<file path="src/rtl/mux51_pkg.sv">
// Shared select codes and helpers for the 5:1 round-robin arbiter and its data mux.
package mux51_pkg;

  localparam int N_SRC = 5;

  typedef logic [2:0] sel_t;

  localparam sel_t SEL_A = 3'd0;
  localparam sel_t SEL_B = 3'd1;
  localparam sel_t SEL_C = 3'd2;
  localparam sel_t SEL_D = 3'd3;
  localparam sel_t SEL_E = 3'd4;

  // Step a select code to the next source, wrapping e back to a.
  function automatic sel_t sel_inc(input sel_t cur);
    sel_t nxt;
    nxt = (cur == SEL_E) ? SEL_A : cur + 3'd1;
    return nxt;
  endfunction

  // First requesting source after 'last', searching in wrap-around order.
  // With no request at all the result is 'last', which the caller ignores.
  function automatic sel_t rr_next(input logic [N_SRC-1:0] req, input sel_t last);
    sel_t cand;
    sel_t pick;
    logic found;
    cand  = last;
    pick  = last;
    found = 1'b0;
    for (int k = 0; k < N_SRC; k++) begin
      cand = sel_inc(cand);
      if (!found && req[cand]) begin
        pick  = cand;
        found = 1'b1;
      end
    end
    return pick;
  endfunction

  function automatic logic [N_SRC-1:0] sel_onehot(input sel_t sel);
    logic [N_SRC-1:0] oh;
    oh = '0;
    oh[sel] = 1'b1;
    return oh;
  endfunction

endpackage

</file>
<file path="src/rtl/mux51_generic.sv">
// Plain 5:1 word mux steered by a mux51_pkg select code.
module mux51_generic
  import mux51_pkg::*;
#(
  parameter int width = 16
) (
  input  logic [width-1:0] a,
  input  logic [width-1:0] b,
  input  logic [width-1:0] c,
  input  logic [width-1:0] d,
  input  logic [width-1:0] e,
  input  sel_t             sel,
  output logic [width-1:0] y
);

  always_comb begin
    y = '0;
    case (sel)
      SEL_A:   y = a;
      SEL_B:   y = b;
      SEL_C:   y = c;
      SEL_D:   y = d;
      SEL_E:   y = e;
      default: y = '0;
    endcase
  end

endmodule

</file>
<file path="src/rtl/arb51_rr.sv">
// Five-source round-robin arbiter with a registered output word and valid/ready downstream.
// Define ARB51_LOCK_EN to add the 'lock' input that re-grants the last source while it still requests.
module arb51_rr
  import mux51_pkg::*;
#(
  parameter int bit_width = 16
) (
  input  logic                 clk,
  input  logic                 rst_n,
  input  logic [bit_width-1:0] a,
  input  logic [bit_width-1:0] b,
  input  logic [bit_width-1:0] c,
  input  logic [bit_width-1:0] d,
  input  logic [bit_width-1:0] e,
  input  logic [N_SRC-1:0]     req,
`ifdef ARB51_LOCK_EN
  input  logic                 lock,
`endif
  output logic [N_SRC-1:0]     gnt,
  output sel_t                 s,
  output logic [bit_width-1:0] y,
  output logic                 y_valid,
  input  logic                 y_ready
);

  // Handshake: a word moves downstream on any edge where y_valid & y_ready.
  // The output register accepts a new word when it is empty or being drained
  // in the same cycle; otherwise y and s hold and req is ignored.

  sel_t                 last_q;
  sel_t                 nxt_sel;
  logic                 load;
  logic [bit_width-1:0] mux_y;

  always_comb begin
    load    = (|req) & (!y_valid | y_ready);
    nxt_sel = rr_next(req, last_q);
`ifdef ARB51_LOCK_EN
    if (lock && req[last_q]) begin
      nxt_sel = last_q;
    end
`endif
  end

  mux51_generic #(
    .width (bit_width)
  ) u_mux (
    .a   (a),
    .b   (b),
    .c   (c),
    .d   (d),
    .e   (e),
    .sel (nxt_sel),
    .y   (mux_y)
  );

  // last_q resets to e so the first search begins at a.
  always_ff @(posedge clk or negedge rst_n) begin
    if (!rst_n) begin
      y_valid <= 1'b0;
      gnt     <= '0;
      s       <= SEL_A;
      y       <= '0;
      last_q  <= SEL_E;
    end else if (load) begin
      y_valid <= 1'b1;
      gnt     <= sel_onehot(nxt_sel);
      s       <= nxt_sel;
      y       <= mux_y;
      last_q  <= nxt_sel;
    end else begin
      gnt <= '0;
      if (y_ready) begin
        y_valid <= 1'b0;
      end
    end
  end

endmodule

</file>
<file path="config.mk">
export PLATFORM = sky130hd
export DESIGN_NAME = arb51_rr
export DESIGN_NICKNAME = d
export VERILOG_FILES = /design/src/rtl/mux51_pkg.sv /design/src/rtl/mux51_generic.sv /design/src/rtl/arb51_rr.sv
export SDC_FILE = /design/constraint.sdc
export NUM_CORES = 1
export LEC_CHECK = 0
export CORE_ASPECT_RATIO = 1.75
export CORE_UTILIZATION = 40
export DETAILED_ROUTE_END_ITERATION = 6
export PLACE_DENSITY = 0.84
export SYNTH_ARGS = -nofsm -noshare
export SYNTH_HDL_FRONTEND = slang
export SYNTH_SLANG_ARGS = --single-unit
</file>
<file path="constraint.sdc">
create_clock -name clk -period 5.7 [get_ports clk]
set_clock_uncertainty 0.1 [all_clocks]
set_input_delay 1.14 -clock clk [delete_from_list [all_inputs] [get_ports clk]]
set_output_delay 1.14 -clock clk [all_outputs]
set_load 0.01 [all_outputs]
</file>
==> metrics.txt, run 1 <==
vias in the first global route 3306; Placed Area 4030 sq um; top_reg_cell synth dfrtp_1; initial drt markers 250; # hold bufs at CTS 0; Mean Syn Cell Area 8.89 sq um; most frequent cell after synthesis nand2_1; CTS Sinks 26; # Max-Cap Violations 0; Buffers on Ports 112; Avg Vias per Cell 6.03; endpoints failing hold 0; crit end category flop; Max clock buf depth 2; FF-to-FF Start s[1]; Hold Crit Class flop to flop; drt total wl 9640 um; hpwl dp 7780 um; Mapped Cells 317; worst slew pin tran 866 ps; setup violators final 0; Yosys top cell by area dfrtp_1; CTS Buf Count 3; Syn Std Cell Area 2820 sq um; filler cell count 597; Layout Nets 529; Reg clk slew, reported paths 70 ps; share of the synthesized area in the top cell type 22.2%; hold_sp y[6]; DR WL/cell 18.7 um; Final Max Slew Viols 0; via count 3111; hold_ws 411 ps; Max Freq 0.187 GHz; initial antenna violation count 0; DR DRC count 0; All-Layer GR Usage 26.8%; Mapped Nets 413; status complete, no violations; 1st-pass router iterations 5; Setup CP Type flop to flop; H-tree levels 1; CTS tree done; Core Footprint 6860 sq um; Ports 113; Chip Height 113 um; grt ovf 0; Tcrit/Tclk final 93.8%; Synth top cells by count nand2_1, dfrtp_1, mux2i_1, inv_1, nor2_1; WP data required 5770 ps; CP cell instances inv_1 -> ha_2 -> inv_1 -> ha_1 -> o21ai_1 -> a22oi_2 -> ha_1 -> buf_4 -> nand3b_1 -> o211a_1 -> a311o_1 -> and2_1 -> a22o_4 -> or3_4 -> or4_4 -> o31a_4 -> nor2_4 -> a222oi_1 -> a22oi_1; Slowest cell on crit path or4_4; DIE WIDTH 65.4 um; yosys warns 0; minimum clock period 5340 ps; number of flops mapped to enable cells by yosys 0; Area contributors post-synth dfrtp_1, mux2i_1, mux2_2, nand2_1, a22oi_1; Rel. slew slack 40.6%; synthesized flop and latch total 26; Unique masters post-synth 73; row cnt 40; Final ANT Viol Nets 0; sequential element share of the synthesized area 23.1%; Crit path largest cell delay 540 ps; Async S/R FF share, synth 100%; Die Area 7400 sq um; first-pass GRT wire length 15400 um; Final Instance Area 4150 sq um; Critical Path Source s[1]; Area Overhead vs Synth 47.2%; RSZ-0062 raised after global routing no; Clk Tree Root Cell clkbuf_16; pin count of the biggest net entering global routing 27; Setup TNS Final 0 ps; CP Launch Type flop; layout cells sized above 1 14.8%; Worst Path Arrival 5410 ps; ANT cells 0; Worst-Skew Late Latency 260 ps; GPL Wtd Cong 0.910; Starting Density 41.1%; Worst Path Max Fanout 11
-- placed cells by master (no fill, tap or decap), types with 4 or more instances in the layout --
cell and count:
a21oi_1 6, nand3_1 7, ha_1 7, mux2_2 14, a22oi_1 14, a21o_1 5
a2bb2oi_1 6, a22oi_2 5, nand2_1 32, dfrtp_1 25, nor2_1 18, and2_1 4
o211ai_1 4, nor3_1 11, inv_1 21, clkdlybuf4s50_1 112, o21ai_0 7, buf_4 15
a222oi_1 10, mux2i_1 23, o221ai_1 7, o21ai_1 4
-- registers in the layout, indices dropped and copies added, names as in the netlist --
register / flops
gnt: 5
last_q: 1
s: 3
y: 16
y_valid: 1
-- what timing repair did --
action,CTS,global route
gates resized for setup,0,1
endpoints found under the setup margin,0,15
buffers inserted,0,5
-- worst max-delay path, delay by kind of cell (launching register included) --
| kind | cells | cell delay, ps |
|---|---|---|
| compound gates | 8 | 1800 |
| fa+ha+maj | 3 | 860 |
| buf+inv | 3 | 400 |
| flops | 1 | 430 |
| simple gates | 5 | 1660 |
-- final cells by class --
type	count	area (sq um)	share of cell area, %
Multi-Input combinational cell	253	1980	47.7
Timing Repair Buffer	128	1250	30.2
Sequential cell	26	652	15.7
Tap cell	84	105	2.53
Clock buffer	4	78.8	1.90
Inverter	21	78.8	1.90
-- path summary, 6_finish.rpt --
check / cells after the start / end / slack [ps]
worst max-delay path: 19 / y[8] / 360
worst min-delay path: 2 / y[6] / 410
worst max register to register: 19 / y[8] / 360
worst min register to register: 2 / y[6] / 410
max in group asynchronous: 2 / last_q[2] / 4050
min in group asynchronous: 2 / gnt[0] / 1140
-- metal layers --
metal  track usage [%]  share of wire (%)  up-vias
met2              51.4                 56      140
met1              26.0                 34     1484
met3              3.53                4.6       31
li1                  -                  -     1456
met4              15.5                4.9        0
met5                 0                  0        -
-- per-stage QoR --
stage / setup slack [ps] / util [%] / std cells
finish: 355 / 60.5 / 516
global route: 43.1 / 60.5 / 516
CTS: 187 / 59.9 / 511
detailed placement: 201 / 58.7 / 507
global placement: 418 / 58.7 / 507
floorplan: 18.4 / - / 317
-- kinds of logic after synthesis --
group / share of synthesized area, %
xor+xnor: 0.311
buf+inv: 6.88
compound gates: 31.0
flops: 23.1
fa+ha+maj: 3.55
simple gates: 19.5
mux: 15.6
Power of run 1 is left out: the tool's default activity adds up to more than one toggle a clock period on the data nets, which glitch-free logic cannot reach.
==> run 2, diff against run 1 <==
--- a/config.mk
+++ b/config.mk
@@ -5,10 +5,12 @@
 export SDC_FILE = /design/constraint.sdc
 export NUM_CORES = 1
 export LEC_CHECK = 0
+export ABC_CLOCK_PERIOD_IN_PS = 5700
 export CORE_ASPECT_RATIO = 1.75
 export CORE_UTILIZATION = 40
 export DETAILED_ROUTE_END_ITERATION = 6
 export PLACE_DENSITY = 0.84
+export SLEW_MARGIN = 10
 export SYNTH_ARGS = -nofsm -noshare
 export SYNTH_HDL_FRONTEND = slang
 export SYNTH_SLANG_ARGS = --single-unit
==> results of run 2 <==
Final layout, timing and power as in run 1 (identical DEF).
Power of run 2 is left out for the same reason.
==> run 3, diff against run 2 <==
--- a/config.mk
+++ b/config.mk
@@ -7,9 +7,10 @@
 export LEC_CHECK = 0
 export ABC_CLOCK_PERIOD_IN_PS = 5700
 export CORE_ASPECT_RATIO = 1.75
-export CORE_UTILIZATION = 40
+export CORE_UTILIZATION = 41
+export CTS_BUF_LIST = sky130_fd_sc_hd__clkbuf_4
 export DETAILED_ROUTE_END_ITERATION = 6
-export PLACE_DENSITY = 0.84
+export PLACE_DENSITY = 0.86
 export SLEW_MARGIN = 10
 export SYNTH_ARGS = -nofsm -noshare
 export SYNTH_HDL_FRONTEND = slang
==> run 3 against run 2 <==
Flip-flop and latch count unchanged. Clock-buffer cell count down 1. Die area is 2.4% lower. Core utilization up 1.4 points. Routed wire length fell by 1.8%. Maximum frequency hardly changed. Register-to-register slack hardly changed. Critical path type unchanged. Largest cell class unchanged.
==> metrics.txt, run 3 (same netlist as run 1, synthesis figures left out) <==
setup violators final 0; Hold Crit Class flop to flop; Reg clk slew, reported paths 140 ps; Worst Path Max Fanout 9; GPL Wtd Cong 0.912; WP data required 5800 ps; initial drt markers 295; dpl ws 225 ps; Max Freq 0.187 GHz; All-Layer GR Usage 26.9%; Largest Register y; Buffers on Ports 112; status complete, no violations; H-tree levels 1; Worst-Skew Late Latency 310 ps; 1st-pass router iterations 4; ANT cells 0; post-layout util 61.9%; Largest register FFs 16; CP Launch Type flop; vias in the first global route 3218; Core Footprint 6590 sq um; row cnt 39; DR DRC count 0; DR WL/cell 18.5 um; worst slew pin tran 634 ps; endpoints failing hold 0; commonest non-fill, non-tap cell in the layout clkdlybuf4s50_1; RSZ-0062 raised after global routing no; layout cells sized above 1 14.0%; Rel. slew slack 57.6%; Crit path largest cell delay 450 ps; Clk Tree Root Cell clkbuf_4; Starting Density 42.8%; most numerous cell on the critical path ha_1; Worst Path Arrival 5450 ps; Area Overhead vs Synth 44.8%; first-pass GRT wire length 15200 um; commonest cells after routing, fill and taps aside clkdlybuf4s50_1, nand2_1, dfrtp_1; biggest regs y: 16 flops, gnt: 5 flops, s: 3 flops; Setup CP Type flop to flop; # Max-Cap Violations 0; CTS tree done; Slowest cell on crit path dfrtp_1; Max clock buf depth 2; hpwl dp 7690 um; CTS Buf Count 3; initial antenna violation count 0; filler cell count 582; Tcrit/Tclk final 93.7%; Die Area 7220 sq um; Ports 113; Final ANT Viol Nets 0; Chip Height 112 um; drt total wl 9470 um; Final Max Slew Viols 0; Avg Vias per Cell 5.97; hold_ws 424 ps; CTS Sinks 26; via count 3052; minimum clock period 5340 ps; PostCTS Resize Cnt 0; Setup TNS Final 0 ps; pin count of the biggest net entering global routing 31; crit end category flop; DIE WIDTH 64.7 um; Layout Nets 526; CP cell instances inv_1 -> ha_1 -> a21oi_1 -> inv_1 -> ha_1 -> o21ai_1 -> a22oi_2 -> ha_1 -> buf_4 -> nand3b_1 -> o211a_1 -> a311o_1 -> and2_1 -> a22o_4 -> or3_4 -> nor2_4 -> mux2i_4 -> buf_12 -> mux2_2 -> a22oi_1 -> a22oi_1; final worst slack 356 ps; grt ovf 0
run 3: through the flow:
step                std cells  cell area, sq um
finish                    511              4080
global route              511              4080
CTS                       510              4060
detailed placement        506              4030
global placement          506              4030
floorplan                 317              2820
run 3: area by class of cell:
cell class                      count  area (sq um)  area share, %
Clock buffer                        3          22.5          0.552
Tap cell                           82           103           2.52
Clock inverter                      1          3.75         0.0920
Timing Repair Buffer              125          1240           30.5
Sequential cell                    26           652           16.0
Multi-Input combinational cell    253          1980           48.4
Inverter                           21          78.8           1.93
run 3: final timing paths:
kind                       start         to  slack (ps)  depth (start not counted)
setup / recovery            s[1]      y[14]         360                         21
hold / removal              y[1]       y[1]         420                          2
setup reg to reg            s[1]      y[14]         360                         21
hold reg to reg             y[1]       y[1]         420                          2
max in group asynchronous  rst_n  last_q[2]        4110                          2
min in group asynchronous  rst_n       y[4]        1070                          2
run 3: layer usage:
metal,part of all wire [%],global-route usage (%),vias to the layer above
li1,-,-,1455
met1,35,28.0,1454
met2,56,49.8,119
met3,5.1,4.20,24
met4,3.7,14.4,0
met5,0,0,-
run 3: what timing repair did:
action | in CTS | in global routing
endpoints found under the setup margin | 0 | 12
buffers inserted | 0 | 1
hold buffers | 0 | 0
run 3: worst max-delay path, delay by kind of cell (launching register included):
family,cells,cell delay [ps]
flops,1,450
buf+inv,4,500
mux,2,660
fa+ha+maj,3,850
simple gates,4,1050
compound gates,8,1610
Power of run 3 is left out for the same reason.
